**config.mk**
```make
export PLATFORM = sky130hd
export DESIGN_NAME = ir_packet_tx
export DESIGN_NICKNAME = d
export VERILOG_FILES = /design/src/rtl/ir_packet_tx.sv
export SDC_FILE = /design/constraint.sdc
export NUM_CORES = 1
export LEC_CHECK = 0
export CAP_MARGIN = 5
export CORE_MARGIN = 3
export CORE_UTILIZATION = 35
export DETAILED_ROUTE_END_ITERATION = 7
export HOLD_SLACK_MARGIN = 0.06
export PLACE_DENSITY = 0.57
export SYNTH_ARGS = -nofsm -noshare
export SYNTH_HDL_FRONTEND = slang
export SYNTH_SLANG_ARGS = --single-unit
```
**constraint.sdc**
```tcl
create_clock -name CLK -period 5.1 [get_ports CLK]
set_input_delay 1.275 -clock CLK [delete_from_list [all_inputs] [get_ports CLK]]
set_output_delay 1.275 -clock CLK [all_outputs]
set_load 0.02 [all_outputs]
```
**src/rtl/ir_packet_tx.sv**
```systemverilog
// IR command packet generator for one remote-control car colour: emits
// Start, CarSelect, Right, Left, Backward, Forward carrier bursts with gaps.
module ir_packet_tx #(
    parameter int unsigned CARRIER_HALF_PERIOD   = 625,
    parameter int unsigned START_BURST_SIZE      = 88,
    parameter int unsigned CAR_SELECT_BURST_SIZE = 22,
    parameter int unsigned GAP_SIZE              = 40,
    parameter int unsigned ASSERT_BURST_SIZE     = 44,
    parameter int unsigned DEASSERT_BURST_SIZE   = 22
) (
    input  logic       CLK,
    input  logic       RESET,
    input  logic       SEND_PACKET,
    input  logic [3:0] COMMAND,
    output logic       BUSY,
    output logic       PACKET_DONE,
    output logic       IR_LED
);

    function automatic int unsigned max2(input int unsigned a, input int unsigned b);
        return (a > b) ? a : b;
    endfunction

    localparam int unsigned MAX_SIZE = max2(max2(START_BURST_SIZE, CAR_SELECT_BURST_SIZE),
                                            max2(GAP_SIZE, max2(ASSERT_BURST_SIZE, DEASSERT_BURST_SIZE)));
    localparam int unsigned PW = $clog2(MAX_SIZE + 1);
    localparam int unsigned HW = (CARRIER_HALF_PERIOD > 1) ? $clog2(CARRIER_HALF_PERIOD) : 1;

    typedef enum logic [3:0] {
        S_IDLE, S_START, S_GAP1, S_SELECT, S_GAP2, S_RIGHT,
        S_GAP3, S_LEFT, S_GAP4, S_BACK, S_GAP5, S_FWD
    } state_t;

    state_t          state_q, state_d;
    logic [HW-1:0]   half_q, half_d;
    logic            phase_q, phase_d;
    logic [PW-1:0]   per_q, per_d;
    logic [3:0]      cmd_q, cmd_d;
    logic            led_q, led_d;
    logic            done_q, done_d;

    logic [PW-1:0]   size;
    logic            half_end;
    logic            period_end;
    logic            burst_next;

    function automatic logic [PW-1:0] dir_size(input logic bit_v);
        return bit_v ? PW'(ASSERT_BURST_SIZE) : PW'(DEASSERT_BURST_SIZE);
    endfunction

    always_ff @(posedge CLK or posedge RESET) begin
        if (RESET) begin
            state_q <= S_IDLE;
            half_q  <= '0;
            phase_q <= 1'b0;
            per_q   <= '0;
            cmd_q   <= '0;
            led_q   <= 1'b0;
            done_q  <= 1'b0;
        end else begin
            state_q <= state_d;
            half_q  <= half_d;
            phase_q <= phase_d;
            per_q   <= per_d;
            cmd_q   <= cmd_d;
            led_q   <= led_d;
            done_q  <= done_d;
        end
    end

    always_comb begin
        state_d    = state_q;
        half_d     = half_q;
        phase_d    = phase_q;
        per_d      = per_q;
        cmd_d      = cmd_q;
        done_d     = 1'b0;
        size       = PW'(GAP_SIZE);
        half_end   = (half_q == HW'(CARRIER_HALF_PERIOD - 1));
        period_end = half_end && !phase_q;

        case (state_q)
            S_START:  size = PW'(START_BURST_SIZE);
            S_SELECT: size = PW'(CAR_SELECT_BURST_SIZE);
            S_RIGHT:  size = dir_size(cmd_q[0]);
            S_LEFT:   size = dir_size(cmd_q[1]);
            S_BACK:   size = dir_size(cmd_q[2]);
            S_FWD:    size = dir_size(cmd_q[3]);
            default:  size = PW'(GAP_SIZE);
        endcase

        if (state_q == S_IDLE) begin
            // A request in the PACKET_DONE cycle is dropped; accepted from the next cycle.
            if (SEND_PACKET && !done_q) begin
                state_d = S_START;
                cmd_d   = COMMAND;
                half_d  = '0;
                phase_d = 1'b1;
                per_d   = '0;
            end
        end else begin
            if (half_end) begin
                half_d  = '0;
                phase_d = ~phase_q;
            end else begin
                half_d = half_q + HW'(1);
            end
            if (period_end) begin
                if (per_q == size - PW'(1)) begin
                    per_d = '0;
                    case (state_q)
                        S_START:  state_d = S_GAP1;
                        S_GAP1:   state_d = S_SELECT;
                        S_SELECT: state_d = S_GAP2;
                        S_GAP2:   state_d = S_RIGHT;
                        S_RIGHT:  state_d = S_GAP3;
                        S_GAP3:   state_d = S_LEFT;
                        S_LEFT:   state_d = S_GAP4;
                        S_GAP4:   state_d = S_BACK;
                        S_BACK:   state_d = S_GAP5;
                        S_GAP5:   state_d = S_FWD;
                        default: begin
                            state_d = S_IDLE;
                            done_d  = 1'b1;
                        end
                    endcase
                end else begin
                    per_d = per_q + PW'(1);
                end
            end
        end

        // LED is registered from next-state values so it tracks state without glitches.
        case (state_d)
            S_START, S_SELECT, S_RIGHT, S_LEFT, S_BACK, S_FWD: burst_next = 1'b1;
            default: burst_next = 1'b0;
        endcase
        led_d = burst_next && phase_d;
    end

    assign BUSY        = (state_q != S_IDLE);
    assign PACKET_DONE = done_q;
    assign IR_LED      = led_q;

endmodule

```
==> summary.md <==
| Metric | Value |
|---|---|
| Logic pwr share | `3.4%` |
| Worst stage delay on the critical path | `0.56 ns` |
| Slew of the pin with the lowest slew margin | `1.09 ns` |
| Reg2reg path depth | `10` |
| RSZ-0062 raised after global routing | `false` |
| Final Setup Violations | `0` |
| Number of synthesized register bits | `28` |
| Relative slew margins | `27.1%` |
| Die span in y | `75.3 um` |
| Worst EP arrival | `2.22 ns` |
| Global route hottest layer | `met2` |
| Slowest-stage cell, CP | `clkdlybuf4s50_1` |
| Worst Path Required | `3.83 ns` |
| Final hold vios | `0` |
| Yosys cell types | `44` |
| Setup ws final | `1.60 ns` |
| Average routed wire per standard cell | `14.1 um` |
| Asr flop ratio synth | `100%` |
| Vias/cell | `5.67` |
| Minimum clock period | `3.50 ns` |
| Number of global-route vias before repair | `1254` |
| GRT met2 Usage | `20.1%` |
| Root buffer cell | `clkbuf_8` |
| Fmax | `0.286 GHz` |
| HP Class | `reg2reg` |
| CTS Buf Count | `3` |
| FF-to-FF setup slack | `1.76 ns` |
| Switch share | `21.2%` |
| Post-synth top flop | `dfrtp_1` |
| Top-level I/O count | `10` |
| Post-CTS Hold Fix Bufs | `0` |
| CP bufs+invs | `2` |
| Synth Warn # | `0` |
| Post-synth EDFFs | `0` |
| Antenna cells | `0` |
| Initial antenna violation count | `0` |
| Detail Route Antenna Nets | `0` |
| Clk Latency, worst-skew pair | `0.27 ns` |
| Die area | `0.00568 mm^2` |
| Lkg Pwr | `0.787 nW` |
| Maximum net fanout on the critical path | `14` |
| Die X | `75.3 um` |
| CP Capture Type | `output pin` |
| Worst-path clk slew | `0.09 ns` |
| Largest net degree at the start of global routing | `29` |
| Filler cells | `441` |
| CTS tree | `yes` |
| Global-route wire length before repair | `5760 um` |
| Clk sink count | `28` |
| Layout cells sized above 1 | `10.4%` |
| Post-CTS Setup Bufs | `0` |
| Sequential element share of the synthesized area | `41.6%` |
| Congestion Overflow GR | `0` |
| CP Cell Sequence | `or3_1, nor2_1, inv_2, clkdlybuf4s50_1` |
| Max clock buf depth | `2` |
| Remaining routing DRC violations | `0` |
| Avg Cell Area, Syn | `9.45 um^2` |
| Crit Path Class | `reg2out` |
| Syn-to-layout area delta | `9.07%` |
| Syn_nets | `190` |
| Post-Route WL | `3290 um` |
| Worst slack at placement | `1.81 ns` |
| Final Max Slew Viols | `0` |
| Stages on the worst setup path | `4` |
| Initial Utilization | `37.4%` |
| Final Skew | `0.00259 ns` |
| Drt pass-1 iters | `4` |
| Core area | `0.00450 mm^2` |
| Nets | `196` |
| Reg power frac | `62.5%` |
| Max Cap Viol | `0` |
| # rows | `24` |
| PortBufs | `9` |
| Worst VDD drop | `0.0956 mV` |
| Internal Pwr Total | `0.281 mW` |
| Global-route total usage across every layer | `12.8%` |
| Crit path max-delay family | `simple AND/OR/NAND/NOR gates` |
| CP endpoint | `BUSY` |
| H-tree depth | `1` |
| Power per standard cell area | `194 mW/mm^2` |
| Clock power frac | `34.1%` |
| Switching Power | `0.0755 mW` |
| Post-CTS sizing | `0` |
| Crit Reg-Reg Startpoint | `state_q[1]` |
| Crit start category | `flop` |
| Mapped Cells | `178` |
| GPL Wtd Cong | `0.734` |
| GR Util met3 | `1.72%` |
| Post-detail-place hpwl | `2400 um` |
| Starting DRT DRC Count | `111` |
| Tcrit/Tclk final | `68.6%` |
| Grt met1 use | `18.5%` |
| Setup TNS Final | `0 ns` |
| Reg-to-Reg End | `state_q[2]` |
| Post-synthesis cell area | `0.00168 mm^2` |
| Setup crit start | `state_q[2]` |
| Via count | `1326` |
| Outcome | `complete, no violations` |
stage by stage:
| stage | area [um^2] | power (mW) | hold slack [ns] | utilization, % | std cells |
|---|---|---|---|---|---|
| 2_1_floorplan | 1680 | 0.233 | 0.447 | - | 178 |
| 3_3_place_gp | 1790 | 0.240 | 0.465 | 39.8 | 231 |
| 3_5_place_dp | 1790 | 0.240 | 0.476 | 39.8 | 231 |
| 4_1_cts | 1840 | 0.360 | 0.490 | 40.8 | 234 |
| 5_1_grt | 1840 | 0.373 | 0.499 | 40.8 | 234 |
| 6_report | 1840 | 0.357 | 0.484 | 40.8 | 234 |
Yosys cell counts (5+ instances only):
cell type / count / share of area (%)
nor2_1: 12 / 2.7
a21oi_1: 6 / 1.8
dfrtp_1: 28 / 42
inv_1: 10 / 2.2
nand3_1: 13 / 3.9
o21ai_0: 9 / 2.7
o21ai_1: 9 / 2.7
ha_1: 5 / 3.7
a31oi_1: 6 / 2.2
buf_2: 5 / 1.5
nand2_1: 19 / 4.2
mux2_2: 5 / 3.3
xor2_1: 7 / 3.6
worst min-delay path by stage:
stage / from / slack, ns / endpoint / depth (start not counted)
floorplan: half_q[9] / 0.45 / half_q[9] / 1
global placement: half_q[9] / 0.47 / half_q[9] / 1
detailed placement: half_q[9] / 0.48 / half_q[9] / 1
CTS: half_q[9] / 0.49 / half_q[9] / 1
global route: half_q[9] / 0.50 / half_q[9] / 1
finish: half_q[9] / 0.48 / half_q[9] / 1
flip-flops by register name, summed over array words and instances, names as in the netlist:
signal	flops
phase_q	1
IR_LED	1
half_q	10
cmd_q	4
per_q	7
PACKET_DONE	1
state_q	4
layout by cell type (no fill, tap or decap), types with 2 or more instances in the layout:
cell,synthesis,routed
o21ai_1,9,9
mux2_4,2,2
a31oi_1,6,6
ha_1,5,5
a32o_1,2,2
dfrtp_1,28,28
o21ai_0,9,9
nand2_1,19,19
xor2_1,7,7
nor2_1,12,12
clkbuf_8,0,3
o41ai_1,4,4
nor2b_1,3,3
nand3b_1,2,2
clkdlybuf4s50_1,0,9
mux2_2,5,5
inv_1,10,10
nand3_1,13,13
a21oi_1,6,6
o31ai_1,4,4
nand2b_1,2,2
metal layers:
layer | up-vias | wire length [um]
met5 | - | 0
met4 | 0 | 37
met3 | 5 | 80
met2 | 25 | 1520
met1 | 649 | 1650
li1 | 647 | -
kinds of logic after synthesis:
group / share of synthesized area, %
and+or+nand+nor: 21.7
AOI/OAI and AO/OA: 19.1
DFF: 41.6
buffers and inverters: 5.06
xor gates and xnor gates: 3.64
muxes: 5.13
adders and majority gates: 3.72
power groups by stage:
stage          Combinational (mW)  Clock (mW)  Sequential, mW
6_report                   0.0123       0.121           0.223
5_1_grt                    0.0140       0.136           0.223
4_1_cts                    0.0128       0.125           0.223
3_5_place_dp               0.0127           0           0.227
3_3_place_gp               0.0125           0           0.227
2_1_floorplan             0.00478           0           0.228
cell type report:
class	instances	area [um^2]	share of cell area, %
sequential	28	701	38.2
tap	52	65.1	3.54
inverter	11	41.3	2.25
clock buffer	3	41.3	2.25
multi-input combinational	131	897	48.9
timing repair buffer	9	90.1	4.91
Note: power is estimated with default switching activity, not from simulation.
